## config.mk

```make
export PLATFORM = sky130hd
export DESIGN_NAME = wb_arbiter
export DESIGN_NICKNAME = d
export VERILOG_FILES = /design/src/rtl/wb_arbiter.sv
export SDC_FILE = /design/constraint.sdc
export NUM_CORES = 1
export LEC_CHECK = 0
export CAP_MARGIN = 25
export CORE_ASPECT_RATIO = 0.9
export CORE_MARGIN = 1
export CORE_UTILIZATION = 55
export CTS_BUF_LIST = sky130_fd_sc_hd__clkbuf_8
export CTS_CLUSTER_SIZE = 20
export DETAILED_ROUTE_END_ITERATION = 8
export PLACE_DENSITY = 0.94
export SYNTH_ARGS = -nofsm -noshare
export SYNTH_HDL_FRONTEND = slang
export SYNTH_SLANG_ARGS = --single-unit
```

## constraint.sdc

```tcl
create_clock -name clk_i -period 3.2 [get_ports clk_i]
set_input_delay 0.32 -clock clk_i [delete_from_list [all_inputs] [get_ports clk_i]]
set_output_delay 0.32 -clock clk_i [all_outputs]
set_load 0.01 [all_outputs]
```

## src/rtl/wb_arbiter.sv

```systemverilog
// wb_arbiter
//   Writeback stage in front of a single-port register file. Each producer
//   pushes (address, data) writebacks into its own small FIFO over a
//   valid/ready handshake. Every cycle one non-empty FIFO is chosen
//   round-robin and its head is driven out as a registered write request.
//   Read-after-write hazards are reported for two read addresses.
//
// Ports
//   clk_i        clock
//   reset_ni     asynchronous active-low reset
//   src_valid_i  per-source writeback valid
//   src_ready_o  per-source accept (FIFO not full)
//   src_addr_i   packed destination addresses, source s at slice s
//   src_data_i   packed writeback data, source s at slice s
//   wr_en_o      register-file write enable (registered)
//   wr_addr_o    register-file write address (registered)
//   wr_data_o    register-file write data (registered)
//   rd_addr_1_i  read port 1 address for hazard query
//   rd_addr_2_i  read port 2 address for hazard query
//   hazard_o     bit k set when a write to rd_addr_(k+1)_i is still pending
module wb_arbiter #(
  parameter int N_SRC         = 2,
  parameter int FIFO_DEPTH    = 2,
  parameter int REG_COUNT     = 32,
  parameter int REG_WIDTH     = 32,
  parameter bit HARDWIRE_ZERO = 1'b1
) (
  input  logic                                 clk_i,
  input  logic                                 reset_ni,
  input  logic [N_SRC-1:0]                     src_valid_i,
  output logic [N_SRC-1:0]                     src_ready_o,
  input  logic [N_SRC*$clog2(REG_COUNT)-1:0]   src_addr_i,
  input  logic [N_SRC*REG_WIDTH-1:0]           src_data_i,
  output logic                                 wr_en_o,
  output logic [$clog2(REG_COUNT)-1:0]         wr_addr_o,
  output logic [REG_WIDTH-1:0]                 wr_data_o,
  input  logic [$clog2(REG_COUNT)-1:0]         rd_addr_1_i,
  input  logic [$clog2(REG_COUNT)-1:0]         rd_addr_2_i,
  output logic [1:0]                           hazard_o
);

  localparam int AW = $clog2(REG_COUNT);
  localparam int PW = $clog2(FIFO_DEPTH);
  localparam int CW = PW + 1;
  localparam int SW = $clog2(N_SRC);
  localparam logic [CW-1:0] FULL_CNT = CW'(FIFO_DEPTH);
  localparam logic [SW-1:0] RR_INIT  = SW'(N_SRC - 1);

  // FIFO storage and bookkeeping
  logic [AW-1:0]        fifo_addr_r [N_SRC][FIFO_DEPTH];
  logic [REG_WIDTH-1:0] fifo_data_r [N_SRC][FIFO_DEPTH];
  logic [PW-1:0]        rd_ptr_r    [N_SRC];
  logic [PW-1:0]        wr_ptr_r    [N_SRC];
  logic [CW-1:0]        count_r     [N_SRC];

  // Arbitration and output registers
  logic [SW-1:0]        rr_ptr_r;
  logic                 wr_en_r;
  logic [AW-1:0]        wr_addr_r;
  logic [REG_WIDTH-1:0] wr_data_r;

  // Combinational helpers
  logic [AW-1:0]        in_addr_s [N_SRC];
  logic [REG_WIDTH-1:0] in_data_s [N_SRC];
  logic [N_SRC-1:0]     ready_s;
  logic [N_SRC-1:0]     push_s;
  logic [N_SRC-1:0]     pop_s;
  logic                 grant_valid_s;
  logic [SW-1:0]        grant_idx_s;
  logic [AW-1:0]        head_addr_s;
  logic [REG_WIDTH-1:0] head_data_s;
  logic                 hit_1_s;
  logic                 hit_2_s;
  logic                 zero_1_s;
  logic                 zero_2_s;

  // Unpack source buses, derive ready from the registered count only, and
  // qualify pushes; address-0 writes complete the handshake but are dropped.
  always_comb begin
    for (int s = 0; s < N_SRC; s++) begin
      in_addr_s[s] = src_addr_i[s*AW +: AW];
      in_data_s[s] = src_data_i[s*REG_WIDTH +: REG_WIDTH];
      ready_s[s]   = (count_r[s] != FULL_CNT);
      push_s[s]    = src_valid_i[s] & ready_s[s] &
                     ~(HARDWIRE_ZERO & (in_addr_s[s] == AW'(0)));
      pop_s[s]     = grant_valid_s & (grant_idx_s == SW'(s));
    end
  end

  // Ready is held low for the whole time reset is asserted.
  assign src_ready_o = ready_s & {N_SRC{reset_ni}};

  // Round-robin: first non-empty FIFO scanning upward from rr_ptr_r+1.
  always_comb begin
    grant_valid_s = 1'b0;
    grant_idx_s   = {SW{1'b0}};
    for (int i = 1; i <= N_SRC; i++) begin
      logic [SW-1:0] scan_idx;
      scan_idx = SW'((int'(rr_ptr_r) + i) % N_SRC);
      if (!grant_valid_s && (count_r[scan_idx] != {CW{1'b0}})) begin
        grant_valid_s = 1'b1;
        grant_idx_s   = scan_idx;
      end else begin
        grant_valid_s = grant_valid_s;
        grant_idx_s   = grant_idx_s;
      end
    end
  end

  assign head_addr_s = fifo_addr_r[grant_idx_s][rd_ptr_r[grant_idx_s]];
  assign head_data_s = fifo_data_r[grant_idx_s][rd_ptr_r[grant_idx_s]];

  // FIFO storage writes; contents are only meaningful inside the count window.
  always_ff @(posedge clk_i) begin
    for (int s = 0; s < N_SRC; s++) begin
      if (push_s[s]) begin
        fifo_addr_r[s][wr_ptr_r[s]] <= in_addr_s[s];
        fifo_data_r[s][wr_ptr_r[s]] <= in_data_s[s];
      end
    end
  end

  // FIFO pointers and occupancy; push and pop together leave the count unchanged.
  always_ff @(posedge clk_i or negedge reset_ni) begin
    if (!reset_ni) begin
      for (int s = 0; s < N_SRC; s++) begin
        rd_ptr_r[s] <= {PW{1'b0}};
        wr_ptr_r[s] <= {PW{1'b0}};
        count_r[s]  <= {CW{1'b0}};
      end
    end else begin
      for (int s = 0; s < N_SRC; s++) begin
        if (push_s[s]) begin
          wr_ptr_r[s] <= wr_ptr_r[s] + PW'(1);
        end
        if (pop_s[s]) begin
          rd_ptr_r[s] <= rd_ptr_r[s] + PW'(1);
        end
        case ({push_s[s], pop_s[s]})
          2'b10:   count_r[s] <= count_r[s] + CW'(1);
          2'b01:   count_r[s] <= count_r[s] - CW'(1);
          default: count_r[s] <= count_r[s];
        endcase
      end
    end
  end

  // Registered write request and round-robin pointer; address/data hold when idle.
  always_ff @(posedge clk_i or negedge reset_ni) begin
    if (!reset_ni) begin
      rr_ptr_r  <= RR_INIT;
      wr_en_r   <= 1'b0;
      wr_addr_r <= {AW{1'b0}};
      wr_data_r <= {REG_WIDTH{1'b0}};
    end else if (grant_valid_s) begin
      rr_ptr_r  <= grant_idx_s;
      wr_en_r   <= 1'b1;
      wr_addr_r <= head_addr_s;
      wr_data_r <= head_data_s;
    end else begin
      wr_en_r   <= 1'b0;
    end
  end

  assign wr_en_o   = wr_en_r;
  assign wr_addr_o = wr_addr_r;
  assign wr_data_o = wr_data_r;

  // Hazard match against every occupied FIFO slot and the in-flight write.
  // A slot is occupied when its distance from the read pointer (modulo
  // depth) is below the count.
  always_comb begin
    hit_1_s = wr_en_r & (wr_addr_r == rd_addr_1_i);
    hit_2_s = wr_en_r & (wr_addr_r == rd_addr_2_i);
    for (int s = 0; s < N_SRC; s++) begin
      for (int e = 0; e < FIFO_DEPTH; e++) begin
        hit_1_s = hit_1_s | (({1'b0, PW'(e) - rd_ptr_r[s]} < count_r[s]) &
                             (fifo_addr_r[s][e] == rd_addr_1_i));
        hit_2_s = hit_2_s | (({1'b0, PW'(e) - rd_ptr_r[s]} < count_r[s]) &
                             (fifo_addr_r[s][e] == rd_addr_2_i));
      end
    end
    zero_1_s = HARDWIRE_ZERO & (rd_addr_1_i == AW'(0));
    zero_2_s = HARDWIRE_ZERO & (rd_addr_2_i == AW'(0));
  end

  assign hazard_o = {hit_2_s & ~zero_2_s, hit_1_s & ~zero_1_s};

endmodule

```

# Word-level counts from Yosys, hierarchy flattened
# Memory sizes are Yosys's and may differ from the RTL's.
# Cells that the tools add are included.
dict set report word_totals {
  reg_bits 47
  ramBits 148
  input_bits 88
  output_inout_bits 42
  wordCells 140
  memories 2
}
# name words width rd rd_clocked_by_memory_dff write_ports line
set memory_table {}
lappend memory_table {fifo_data_r 2 64 1 0 2 51} ;# logic [REG_WIDTH-1:0] fifo_data_r [N_SRC][FIFO_DEPTH];
lappend memory_table {fifo_addr_r 2 10 3 0 2 50} ;# logic [AW-1:0] fifo_addr_r [N_SRC][FIFO_DEPTH];
dict set report op_classes {
  addsub 14
  magnitude_cmp 12
  eq_ne 16
  n_mux 36
  bitwise 38
  reduce_logical 12
}
# cell count
set op_table {}
lappend op_table {{32-bit 2-to-1 mux} 5}
lappend op_table {{64-bit 2-to-1 mux} 2}
lappend op_table {{32-bit demux with 1-bit select} 2}
lappend op_table {{5-bit == test} 10}
lappend op_table {{5-bit 2-to-1 mux} 5}
lappend op_table {{5-bit logical NOT} 4}
lappend op_table {{10-bit 2-to-1 mux} 2}
lappend op_table {{1-bit AND} 18}
lappend op_table {{2-bit greater-or-equal comparator (second input constant)} 6}
lappend op_table {{2-bit 2-to-1 mux} 6}
lappend op_table {{1-bit inverter with 2-bit output} 6}
lappend op_table {{5-bit demux with 1-bit select} 2}
lappend op_table {{1-bit 2-to-1 mux} 10}
lappend op_table {{1-bit by 2-bit < comparator with 1-bit output} 4}
lappend op_table {{1-bit bitwise OR} 8}
lappend op_table {{2-bit case mux with 2 select lines} 2}
lappend op_table {{2-bit nonzero test} 4}
lappend op_table {{1-bit adder (second input constant)} 6}
lappend op_table {{1-bit inverter} 5}
lappend op_table {{2-bit by 1-bit adder with 2-bit output (second input constant)} 2}
lappend op_table {{2-bit by 1-bit == test with 1-bit output (second input constant)} 2}
lappend op_table {{2-bit == test (second input constant)} 2}
lappend op_table {{2-bit by 1-bit < comparator with 1-bit output (second input constant)} 2}
lappend op_table {{2-bit inequality test (second input constant)} 2}
lappend op_table {{other kinds (5)} 11}

# Logic depth before layout (Yosys ltp)
dict set report logic_depth {
  ltp_word 18
  depth_mapped 10
}

# Worst setup path after synthesis
# Ideal clock, no wire load.
dict set report synth_timing {
  path_kind {register -> register}
  start {register count_r[0] in the netlist's numbering}
  end {memory fifo_addr_r[1][0] in the netlist's numbering (enable)}
  t_arrival_ns 2.323
  required_ns 2.769
  path_slack_ns 0.445
  path_stages_with_launch 5
  path_buffers 1
  cell_sequence {dfrtp_1 > buf_2 > nand2b_1 > o211ai_2 > nor2_1}
}
# element line
set synth_lines {}
lappend synth_lines {{start, declared} 54} ;# logic [CW-1:0] count_r [N_SRC];
lappend synth_lines {{start signal, assigned by index} 129} ;# count_r[s] <= {CW{1'b0}};
lappend synth_lines {{start signal, assigned by index} 140} ;# 2'b10: count_r[s] <= count_r[s] + CW'(1);
lappend synth_lines {{start signal, assigned by index} 141} ;# 2'b01: count_r[s] <= count_r[s] - CW'(1);
lappend synth_lines {{end, declared} 50}

==> flow_metrics.env <==
export IMPL_initial_core_util=0.5712
export IMPL_fin_crit_ns=2.886
export IMPL_ir_worst_vdd_uv=518.3
export IMPL_synth_cell_types=35
export IMPL_numCtsBuffers=17
export IMPL_status="completed"
export IMPL_post_drt_via_cell_ratio=5.480
export IMPL_synth_area_per_cell_um2=14.24
export IMPL_core_um2=14260
export IMPL_layout_setup_ws_ns=0.3142
export IMPL_num_rows=41
export IMPL_final_common_cell="edfxtp_1"
export IMPL_synth_yosys_warnings=0
export IMPL_vias_in_the_first_global_route=5264
export IMPL_synth_cells=572
export IMPL_vias=4954
export IMPL_maxClockFrequency_mhz=346.5
export IMPL_post_detailed_placement_half_perimeter_wirelength_um=11910
export IMPL_cap_viol_max_count=0
export IMPL_ioPinCount=130
export IMPL_mappedNetlistNets=662
export IMPL_leakage_uw=0.003610
export IMPL_layout_nets=789
export IMPL_die_area_um2=15300
export IMPL_final_hold_worst_slack_ns=0.2705
export IMPL_route_antenna_remaining_nets=0
export IMPL_detailroute_wirelength_met3_um=891
export IMPL_seq_power_share=0.444
export IMPL_die_y_um=117.5
export IMPL_p_clk_frac=0.177
export IMPL_final_hold_viol_count=0
export IMPL_diodes=0
export IMPL_synthToLayoutAreaGrowth_pct=23.96
export IMPL_cell_pwr_density_nw_per_um2=894.6
export IMPL_switching_share=0.3434
export IMPL_report_final_slew_viol_count=0
export IMPL_ys_dominant_reg_cell="edfxtp_1"
export IMPL_routedLengthMet1_um=7329
export IMPL_cts_htree_levels=4
export IMPL_average_detailed_routed_wire_length_per_instance_um=19.12
export IMPL_overflow=0
export IMPL_slew_headroom=0.3871
export IMPL_critPathLaunchType="register"
export IMPL_fp_dieW_um=130.3
export IMPL_synth_area_um2=8147
export IMPL_measured_slew_at_the_worst_slew_check_pin_ns=0.9159
export IMPL_finalSetupViolations=0
export IMPL_ys_seq_area_frac=0.6901
export IMPL_grt_pass1_wl_um=26890
export IMPL_synth_async_reset_ratio=0.2410
export IMPL_power_switching_uw=3103
export IMPL_drt_first_iter_violations=321
export IMPL_cts_reportedPaths_clkPinSlew_ns=0.09
export IMPL_met2RoutedLength_um=8834
export IMPL_firstDrtPassIters=4
export IMPL_crit_required_ns=2.88
export IMPL_dp_slack_ns=0.5057
export IMPL_post_cts_resize_count=0
export IMPL_cts_max_path_buffers=2
export IMPL_cts_post_setup_buffers_inserted=0
export IMPL_final_period_utilization=0.9018
export IMPL_numClockSinks=195
export IMPL_grt_use_total=0.2407
export IMPL_finalSetupTns_ns=0
export IMPL_clockRootBuffer="clkbuf_8"
export IMPL_worst_hold_path_type="in -> async"
export IMPL_worst_ep_arrival_time_ns=2.57
export IMPL_ys_seq_elements=195
export IMPL_pin_count_of_the_biggest_net_entering_global_routing=42
export IMPL_nFillCells=987
export IMPL_setup_repair_after_global_routing_missed_its_margin="false"
export IMPL_most_used_cells_in_the_layout_excluding_fill_and_tap_cells="148 x edfxtp_1, 128 x clkdlybuf4s50_1, 44 x dfrtp_1"
export IMPL_highest_signal_layer="met4"
export IMPL_buffer_ports_inserted=129
export IMPL_tritoncts="built"
export IMPL_worst_setup_path_class="reg -> out"
export IMPL_gp_routability_congestion=0.9221
export IMPL_combPwrFrac=0.379
export IMPL_worst_clock_skew_ns=0.01379
export IMPL_fraction_of_final_layout_cells_with_drive_strength_greater_than_1=0.1364
export IMPL_worst_skew_pair_latency_ns=0.46
export IMPL_critPathCaptureType="output pin"
export IMPL_power_report_internal_total_uw=5931
export IMPL_wire_length_reported_by_the_detailed_router_um=17290
export IMPL_grt_antenna_before_repair=0
export IMPL_cts_hold_buffers_added=1
export IMPL_path_max_fanout=3
export IMPL_synth_enable_flop_cells=148
export IMPL_detail_route_drc_violations=0
-- worst max-delay path: stages (launching register included) --
cell	delay, ns
edfxtp_1	0.49
xor2_2	0.21
or4_4	0.52
nor3_2	0.12
nor3_1	0.09
a21oi_1	0.14
clkdlybuf4s50_1	0.55
-- final timing paths --
check | startpoint | end | slack, ns | cells after the start
worst max-delay path | fifo_addr_r[0][2]$_DFFE_PP_ | hazard_o[0] | 0.31 | 6
worst max register to register | count_r[0]$_DFFE_PN0P_ | count_r[3]$_DFFE_PN0P_ | 0.75 | 6
max in group asynchronous | reset_ni | wr_addr_o[1]$_DFFE_PN0N_ | 2.08 | 3
worst min-delay path | reset_ni | rd_ptr_r[0]$_DFFE_PN0P_ | 0.27 | 2
min in group clk_i | src_data_i[1] | fifo_data_r[0][33]$_DFFE_PP_ | 0.44 | 1
worst min register to register | wr_data_o[21]$_DFFE_PN0N_ | wr_data_o[21]$_DFFE_PN0N_ | 0.49 | 2
-- metrics by stage --
step / instances / util / area [um^2] / power [uW]
2_1_floorplan: 572 / - / 8147 / 6128
4_1_cts: 904 / 0.7081 / 10100 / 9106
6_report: 904 / 0.7081 / 10100 / 9034
5_1_grt: 904 / 0.7081 / 10100 / 9556
3_5_place_dp: 872 / 0.6794 / 9689 / 7518
3_3_place_gp: 872 / 0.6794 / 9689 / 7320
-- layout make-up --
| cell class | instances | area (um^2) | area share |
|---|---|---|---|
| multi-input combinational | 335 | 2360 | 0.2337 |
| inverter | 6 | 22.52 | 0.002230 |
| tap | 193 | 241.5 | 0.02391 |
| sequential | 195 | 5624 | 0.5569 |
| clock inverter | 14 | 165.2 | 0.01635 |
| timing repair buffer | 144 | 1451 | 0.1437 |
| clock buffer | 17 | 234.0 | 0.02317 |
-- sequential cells by signal, summed over array words and instances, names as in the netlist --
signal / cells
wr_addr_o: 5
rd_ptr_r: 2
fifo_addr_r: 20
fifo_data_r: 128
count_r: 4
wr_en_o: 1
rr_ptr_r: 1
wr_ptr_r: 2
wr_data_o: 32
-- power groups by stage --
stage	Sequential, uW	Combinational (uW)	Clock (uW)
2_1_floorplan	4030	2100	0
3_3_place_gp	4020	3300	0
3_5_place_dp	4070	3450	0
4_1_cts	4010	3460	1630
5_1_grt	4080	3750	1730
6_report	4010	3430	1600
-- synthesized netlist by cell type (2+ instances only) --
master    count  area [um^2]
mux2i_1      37        370.4
or4_1         3        22.52
inv_1         6        22.52
a31oi_1       2        12.51
nand4_1       4        25.02
buf_2        22        110.1
xor2_1       27        236.5
xnor2_1      32        280.3
o211ai_2      2        25.02
a21oi_1      42        210.2
dfrtp_1      46         1151
nand2b_1      2        12.51
nor2_1       46        172.7
o21ai_0      32        160.2
buf_4         6        45.04
and2_1        2        12.51
mux2_2       37        416.7
nor3_1        5        25.02
edfxtp_1    148         4444
o21ai_1       7        35.03
nor4_1        5        31.28
ha_1          2        25.02
nand2_1      39        146.4
clkbuf_1      7        26.28
-- cells by family (layout without fill, tap and decap cells) --
family | count (synthesis) | count (layout) | synth area share
AOI/OAI and AO/OA | 88 | 88 | 0.05744
and+or+nand+nor | 111 | 111 | 0.06097
xor gates and xnor gates | 60 | 60 | 0.06543
muxes | 74 | 74 | 0.09661
buffers and inverters | 42 | 181 | 0.02642
adders and majority gates | 2 | 2 | 0.003071
DFF | 195 | 195 | 0.6901
-- routing by layer --
layer	vias to the layer above	GRT usage
met4	0	0.07922
met3	22	0.05591
met5	-	0
li1	2319	-
met1	2459	0.3015
met2	154	0.4092
Note: power is estimated with default switching activity, not from simulation.
